--- config.mk ---
export PLATFORM = sky130hd
export DESIGN_NAME = serial_ripple_subtractor
export DESIGN_NICKNAME = d
export VERILOG_FILES = /design/src/rtl/serial_sub_pkg.sv /design/src/rtl/serial_ripple_subtractor_cell.sv /design/src/rtl/serial_ripple_subtractor.sv
export SDC_FILE = /design/constraint.sdc
export NUM_CORES = 1
export LEC_CHECK = 0
export BUFFER_PORTS_ARGS = -buffer_cell sky130_fd_sc_hd__buf_4
export CORE_UTILIZATION = 45
export DETAILED_ROUTE_END_ITERATION = 8
export PLACE_DENSITY_LB_ADDON = 0.12
export REMOVE_ABC_BUFFERS = 1
export SYNTH_ARGS = -nofsm -noshare
export SYNTH_HDL_FRONTEND = slang
export SYNTH_SLANG_ARGS = --single-unit
export TNS_END_PERCENT = 30
--- constraint.sdc ---
create_clock -name clk -period 1.6 [get_ports clk]
set_clock_uncertainty 0.2 [all_clocks]
set_input_delay 0.24 -clock clk [delete_from_list [all_inputs] [get_ports clk]]
set_output_delay 0.24 -clock clk [all_outputs]
set_load 0.05 [all_outputs]
--- src/rtl/serial_sub_pkg.sv ---
// Shared types and constants for the bit-serial subtractor.
// Build option: SUB_BORROW_IN_EN adds a borrow-in port to serial_ripple_subtractor.
package serial_sub_pkg;

    // Control states of the serial subtractor.
    typedef enum logic [1:0] {
        IDLE = 2'd0,
        RUN  = 2'd1,
        DONE = 2'd2
    } state_t;

    // Default operand and result width.
    localparam int DEFAULT_WIDTH = 4;

endpackage

--- src/rtl/serial_ripple_subtractor_cell.sv ---
// One-bit full subtractor: d = x - y - bi, with borrow-out bo.
// This is the only arithmetic cell in the serial subtractor.
module full_subtractor (
    input  logic x,
    input  logic y,
    input  logic bi,
    output logic d,
    output logic bo
);

    assign d  = x ^ y ^ bi;
    assign bo = (~x & y) | (~(x ^ y) & bi);

endmodule

--- src/rtl/serial_ripple_subtractor.sv ---
// Bit-serial subtractor: computes a - b (LSB first) through one full_subtractor
// cell, with the borrow rippling through a flip-flop. Operands and results move
// through valid/ready handshakes.
// Build option: define SUB_BORROW_IN_EN to add the bin port, which is captured
// with a/b and seeds the borrow flop, giving a - b - bin.
module serial_ripple_subtractor
    import serial_sub_pkg::*;
#(
    parameter int WIDTH = DEFAULT_WIDTH
) (
    input  logic             clk,
    input  logic             rst_n,
    input  logic             in_valid,
    output logic             in_ready,
    input  logic [WIDTH-1:0] a,
    input  logic [WIDTH-1:0] b,
`ifdef SUB_BORROW_IN_EN
    input  logic             bin,
`endif
    output logic             out_valid,
    input  logic             out_ready,
    output logic [WIDTH-1:0] diff,
    output logic             bout,
    output logic             ovf
);

    localparam int CW = $clog2(WIDTH);
    localparam logic [CW-1:0] LAST_COUNT = CW'(WIDTH - 1);

    state_t            state_reg;
    state_t            state_next;
    logic [WIDTH-1:0]  sa_reg;
    logic [WIDTH-1:0]  sb_reg;
    logic [WIDTH-1:0]  diff_reg;
    logic [CW-1:0]     count_reg;
    logic              borrow_reg;
    logic              a_msb_reg;
    logic              b_msb_reg;
    logic              bout_reg;
    logic              ovf_reg;
    logic              borrow_init;
    logic              cell_d;
    logic              cell_bo;
    logic              last_bit;

`ifdef SUB_BORROW_IN_EN
    assign borrow_init = bin;
`else
    assign borrow_init = 1'b0;
`endif

    assign last_bit = (count_reg == LAST_COUNT);

    // The single arithmetic cell, fed from the low bits of the operand shifters.
    full_subtractor u_cell (
        .x  (sa_reg[0]),
        .y  (sb_reg[0]),
        .bi (borrow_reg),
        .d  (cell_d),
        .bo (cell_bo)
    );

    // State register.
    always_ff @(posedge clk or negedge rst_n) begin
        if (!rst_n) begin
            state_reg <= IDLE;
        end else begin
            state_reg <= state_next;
        end
    end

    // Next-state logic; handshake outputs depend on the state register only.
    always_comb begin
        state_next = state_reg;
        in_ready   = 1'b0;
        out_valid  = 1'b0;
        case (state_reg)
            IDLE: begin
                in_ready = 1'b1;
                if (in_valid) begin
                    state_next = RUN;
                end
            end
            RUN: begin
                if (last_bit) begin
                    state_next = DONE;
                end
            end
            DONE: begin
                out_valid = 1'b1;
                if (out_ready) begin
                    state_next = IDLE;
                end
            end
            default: begin
                state_next = IDLE;
            end
        endcase
    end

    // Datapath: capture operands in IDLE, process one bit per clock in RUN,
    // hold the result while DONE waits for the consumer.
    always_ff @(posedge clk or negedge rst_n) begin
        if (!rst_n) begin
            sa_reg     <= '0;
            sb_reg     <= '0;
            diff_reg   <= '0;
            count_reg  <= '0;
            borrow_reg <= 1'b0;
            a_msb_reg  <= 1'b0;
            b_msb_reg  <= 1'b0;
            bout_reg   <= 1'b0;
            ovf_reg    <= 1'b0;
        end else begin
            case (state_reg)
                IDLE: begin
                    if (in_valid) begin
                        sa_reg     <= a;
                        sb_reg     <= b;
                        borrow_reg <= borrow_init;
                        count_reg  <= '0;
                        a_msb_reg  <= a[WIDTH-1];
                        b_msb_reg  <= b[WIDTH-1];
                    end
                end
                RUN: begin
                    sa_reg     <= sa_reg >> 1;
                    sb_reg     <= sb_reg >> 1;
                    diff_reg   <= {cell_d, diff_reg[WIDTH-1:1]};
                    borrow_reg <= cell_bo;
                    count_reg  <= count_reg + CW'(1);
                    if (last_bit) begin
                        // Signed overflow: operands of different sign and the
                        // result sign differs from the minuend's sign.
                        bout_reg <= cell_bo;
                        ovf_reg  <= (a_msb_reg != b_msb_reg) & (cell_d != a_msb_reg);
                    end
                end
                default: begin
                end
            endcase
        end
    end

    assign diff = diff_reg;
    assign bout = bout_reg;
    assign ovf  = ovf_reg;

endmodule

==> results of run 1 <==
[per-layer routing]
metal / vias up / share of wire, % / track usage, %
met2: 20 / 49 / 33.33
met5: - / 0 / 0
met4: 0 / 1.5 / 9.314
li1: 400 / - / -
met3: 3 / 3.6 / 1.887
met1: 378 / 46 / 26.94
[worst max-delay path: stages, from the launching register on]
cell	delay [ns]
dfrtp_1	0.36
inv_1	0.07
fa_1	0.59
nor3b_2	0.06
a21oi_1	0.14
o21ai_1	0.08
[cell type report]
class | instances | area, sq um
timing repair buffer | 36 | 294.0
sequential | 21 | 528.0
tap | 27 | 33.78
inverter | 3 | 11.26
clock buffer | 3 | 22.52
fill | 171 | 669.4
clock inverter | 1 | 5.005
multi-input combinational | 68 | 437.9
[stage by stage]
stage	cells	TNS, ns	power (mW)	hold WS (ns)	util, %
floorplan	92	-0.03487	1.791	-0.2556	-
global placement	144	0	2.208	-0.06254	59.13
detailed placement	144	0	2.255	-0.06254	59.13
CTS	159	0	2.590	0.01471	65.94
global route	159	-0.06300	2.810	0.03063	66.56
finish	159	0	2.599	0.02460	66.56
[synthesized netlist by cell type (2+ instances only)]
| master | n |
|---|---|
| a22oi_1 | 6 |
| buf_2 | 2 |
| dfrtp_1 | 21 |
| o21ai_0 | 2 |
| a21oi_1 | 7 |
| mux2_4 | 2 |
| nand2b_1 | 2 |
| nor2b_1 | 3 |
| inv_1 | 3 |
| o21ai_1 | 11 |
| and2b_2 | 5 |
| nand2_1 | 20 |
[path summary, 6_finish.rpt]
kind	from	cells after the start	end
worst min register to register	sb_reg[2]	2	sb_reg[2]
worst max-delay path	sb_reg[0]	5	ovf
worst min-delay path	b[0]	3	sb_reg[0]
worst max register to register	sb_reg[0]	5	ovf
max in group asynchronous	rst_n	2	state_reg[0]
min in group asynchronous	rst_n	2	ovf
[what timing repair did]
action | 4_1_cts | 5_1_grt
setup endpoints to repair | 2 | 2
setup buffers | 3 | 0
resized for setup | 3 | 2
endpoints found under the hold margin | 28 | 0
hold buffers | 8 | 0
[cell families (layout without fill, tap and decap cells)]
group                    Yosys count  after routing  synth area share (%)
AND/OR/NAND/NOR                   35             35                 19.67
multiplexers                       2              2                 3.065
AO/OA/AOI/OAI                     29             29                 17.37
flip-flops                        21             21                 53.64
adder cells (fa/ha/maj)            2              2                 3.320
buffers and inverters              6             43                 2.938
[where the power goes]
group          total, mW  internal [mW]  switching (mW)
clock              0.258         0.0934           0.165
sequential         0.925          0.764           0.161
combinational       1.42          0.607           0.808
[cell usage in the layout (no fill, tap or decap), drive strengths merged]
master / Yosys / final
o21bai: 1 / 1
dlygate4sd3: 0 / 8
nor3b: 1 / 1
dfrtp: 21 / 21
ha: 1 / 1
a22oi: 6 / 6
a22o: 1 / 1
nor2b: 4 / 4
and2b: 6 / 6
nand3b: 1 / 1
a21oi: 7 / 7
a2bb2oi: 1 / 1
inv: 3 / 3
fa: 1 / 1
clkinv: 0 / 1
nor2: 1 / 1
buf: 3 / 28
clkbuf: 0 / 3
o21ai: 13 / 13
nand2b: 2 / 2
mux2: 2 / 2
nand2: 20 / 20
==> results.json, run 1 <==
{
  "tritoncts": "done",
  "fp.dieW_microns": 48.66,
  "grt_usage_pct": 20.26,
  "clkSinkCount": 21,
  "coreArea_sq_mm": 0.002002,
  "ctsLongestPathBuffers": 2,
  "required_ns": 1.60,
  "grt_max_degree": 22,
  "antenna_found_initial": 0,
  "placedInstanceArea_sq_mm": 0.001184,
  "drc": 0,
  "yosysTopAreaCell": "dfrtp_1",
  "vias": 801,
  "hold_path_class": "in -> reg",
  "drv_cap": 0,
  "async_flop_share_pct": 100.0,
  "drt_iter0_drc": 9,
  "gp_congestion": 0.7323,
  "dp_hpwl_mm": 1.467,
  "place_ws_ns": 0.03746,
  "status": "finished, final reports clean",
  "grt_pass1_wl_mm": 3.629,
  "min_period_ns": 1.598,
  "wirelength_mm": 2.126,
  "first_global_vias": 821,
  "setup_viol": 0,
  "synth_enable_flop_cells": 0,
  "drt-vias-per-instance": 5.038,
  "worstSetupPathType": "reg -> reg",
  "p_leak_nw": 0.6535,
  "wire_per_inst_microns": 13.37,
  "path_clk_slew_ns": 0.12,
  "max_slew.worst_pin.slew_ns": 0.2693,
  "rows": 16,
  "synth_top_area_share_pct": 53.64,
  "ctsRootBufferMaster": "clkbuf_4",
  "cts_buffers": 3,
  "r2r_slack_ns": 0.002,
  "die-area_sq_mm": 0.002368,
  "worstPathMaxFanout": 3,
  "finalInstanceArea_sq_mm": 0.001333,
  "synthToLayoutAreaGrowth_pct": 36.02,
  "io_buffers": 19,
  "syn_area_sq_um": 979.7,
  "synth-main-ff-cell": "dfrtp_1",
  "critPathCaptureType": "flop",
  "cp_data_arrival_time_ns": 1.60,
  "critPathLaunchType": "flop",
  "diodes": 0,
  "clk_latency_ns": 0.31,
  "avgSynthCellArea_sq_um": 10.31,
  "seq_area_frac_synth_pct": 53.64,
  "synth_cells": 95,
  "hold_violations": 0,
  "clock.fmax_mhz": 626.0,
  "rsz0062_at_grt": "yes",
  "dr.pass1.iters": 4,
  "pwr_density_cell_mw_per_mm2": 1950,
  "final.setup.worst_slack_ns": 0.002446,
  "drive_gt1_share_pct": 34.09,
  "yosys_register_bits": 21,
  "slew_viol_final": 0,
  "ys_warn_count": 0,
  "yosys-top-cells-area": "dfrtp_1, nand2_1, o21ai_1",
  "synth.distinct_cells": 23,
  "period_share_pct": 99.85,
  "cts_max_level": 1,
  "io_pins": 20,
  "slew-limit-headroom_pct": 82.05,
  "detail-route-antenna-nets": 0,
  "grt.overflow.total": 0,
  "final_nets": 147,
  "ir_drop_v": 0.001206,
  "die_h_microns": 48.66,
  "initial_core_util_pct": 48.94
}
Power figures use the tool's default switching activity.
==> inputs of run 2 (changes only) <==
BUFFER_PORTS_ARGS = -buffer_cell sky130_fd_sc_hd__buf_2   (was -buffer_cell sky130_fd_sc_hd__buf_4)
==> run 2 against run 1 <==
  * Final cell count is 0.63% lower
  * Clock power is 5% lower
  * Final area shrank 4.1%
  * Combinational power about the same
  * Sequential share of layout area increased by 1.6 points
  * Power rose by 0.27%
  * Sequential power increased by 2.9%
  * Critical endpoint unchanged
  * Setup slack is essentially flat
==> results.json, run 2 (synthesis gave the netlist of run 1 again) <==
{
  "status": "finished, final reports clean",
  "p_int_mw": 1.466,
  "vias": 792,
  "path_clk_slew_ns": 0.11,
  "drive_gt1_share_pct": 37.40,
  "fp.dieW_microns": 48.66,
  "tritoncts": "done",
  "wire_per_inst_microns": 13.23,
  "die_h_microns": 48.66,
  "placedInstanceArea_sq_mm": 0.001129,
  "cts_buffers": 3,
  "slew-limit-headroom_pct": 68.58,
  "crit_start": "sb_reg[0]",
  "coreArea_sq_mm": 0.002002,
  "dr.pass1.iters": 4,
  "clock.fmax_mhz": 626.0,
  "hold_path_class": "in -> reg",
  "first_global_vias": 724,
  "grt_max_degree": 22,
  "required_ns": 1.58,
  "p_comb_share_pct": 54.1,
  "cp_data_arrival_time_ns": 1.58,
  "ctsLongestPathBuffers": 2,
  "worstPathMaxFanout": 3,
  "drt-vias-per-instance": 5.013,
  "cts_max_level": 1,
  "diodes": 0,
  "final_cell_mix": "nand2_1, dfrtp_1, buf_2",
  "drt_iter0_drc": 12,
  "ir_drop_v": 0.001261,
  "r2r-start": "sb_reg[0]",
  "drv_cap": 0,
  "io_buffers": 19,
  "min_path_cells": 3,
  "wirelength_mm": 2.090,
  "critPathLaunchType": "flop",
  "worst_r2r_path_depth": 5,
  "initial_core_util_pct": 48.94,
  "p_leak_nw": 0.6350,
  "io_pins": 20,
  "fin_tns_setup_ns": 0,
  "critPathCaptureType": "flop",
  "worstSetupPathType": "reg -> reg",
  "gp_congestion": 0.7882,
  "synthToLayoutAreaGrowth_pct": 30.40,
  "setup_viol": 0,
  "dp_hpwl_mm": 1.411,
  "switchingPower_mw": 1.140,
  "final_nets": 146,
  "grt.overflow.total": 0,
  "pwr_density_cell_mw_per_mm2": 2040,
  "antenna_found_initial": 0,
  "seqPwrFrac_pct": 36.5,
  "hold_violations": 0,
  "drc": 0,
  "slew_viol_final": 0,
  "period_share_pct": 99.85,
  "min_from": "a[0]",
  "clkPwrFrac_pct": 9.4,
  "min_period_ns": 1.598,
  "detail-route-antenna-nets": 0,
  "die-area_sq_mm": 0.002368,
  "power_mw": 2.606,
  "finalInstanceArea_sq_mm": 0.001277,
  "max_slew.worst_pin.slew_ns": 0.4713,
  "rows": 16,
  "clkSinkCount": 21,
  "switching_share_pct": 43.73,
  "clk_latency_ns": 0.29,
  "grt_pass1_wl_mm": 3.525,
  "ctsRootBufferMaster": "clkbuf_4",
  "grt_usage_pct": 19.44,
  "rsz0062_at_grt": "yes"
}
==> run 2: changes by cell type in the layout (fill, tap and decap cells not counted), sizes merged <==
cell	previous run	this run
dlygate4sd3	8	5
clkinv	1	0
clkbuf	3	4
buf	28	30
==> run 2: final cells by class <==
type | count | area, sq um
Multi-Input combinational cell | 68 | 439.2
Tap cell | 27 | 33.78
Timing Repair Buffer | 35 | 240.2
Sequential cell | 21 | 526.8
Inverter | 3 | 11.26
Fill cell | 177 | 724.4
Clock buffer | 4 | 26.28
==> run 2: power by group through the flow <==
stage	clock, mW	sequential, mW	combinational [mW]
after global placement	0	0.943	1.19
after floorplan	0	1.16	0.631
final	0.244	0.952	1.41
after detailed placement	0	0.957	1.21
after global routing	0.274	0.983	1.56
after CTS	0.254	0.944	1.29
==> run 2: path summary, 6_finish.rpt <==
path	to	slack, ns
max	ovf	0.002
min	sa_reg[0]	0.01
max reg2reg	ovf	0.002
min reg2reg	diff[0]	0.28
max in group asynchronous	state_reg[1]	0.63
min in group asynchronous	borrow_reg	0.22
==> run 2: stage by stage <==
step	hold slack [ns]	utilization [%]	setup WS (ns)	instances
CTS	0.003978	61.50	-0.02453	154
detailed placement	0.01325	56.38	-0.01308	143
global placement	0.01494	56.38	0.02314	143
finish	0.01403	63.81	0.002450	158
floorplan	-0.2556	-	-0.03487	92
global route	0.02340	63.81	-0.05972	158
==> run 2: repair_timing <==
action / in CTS / in global routing
hold buffers: 5 / 0
endpoints found under the setup margin: 3 / 13
hold endpoints to repair: 25 / 0
setup buffers: 2 / 4
pin swaps: 1 / 1
resized for setup: 5 / 6
==> run 2: critical path: stages, from the launching register on <==
cell and delay, ns:
dfrtp_1 0.38, inv_2 0.06, fa_2 0.60, nor3b_2 0.05, a21oi_1 0.13, o21ai_1 0.07
==> run 2: routing by layer <==
layer / vias to the layer above / share of wire, % / wire (microns) / global-route usage (%)
met4: 0 / 0 / 0 / 5.882
li1: 397 / - / - / -
met3: 0 / 2.4 / 50 / 2.830
met1: 383 / 51 / 1067 / 30.14
met5: - / 0 / 0 / 0
met2: 12 / 47 / 972 / 27.78
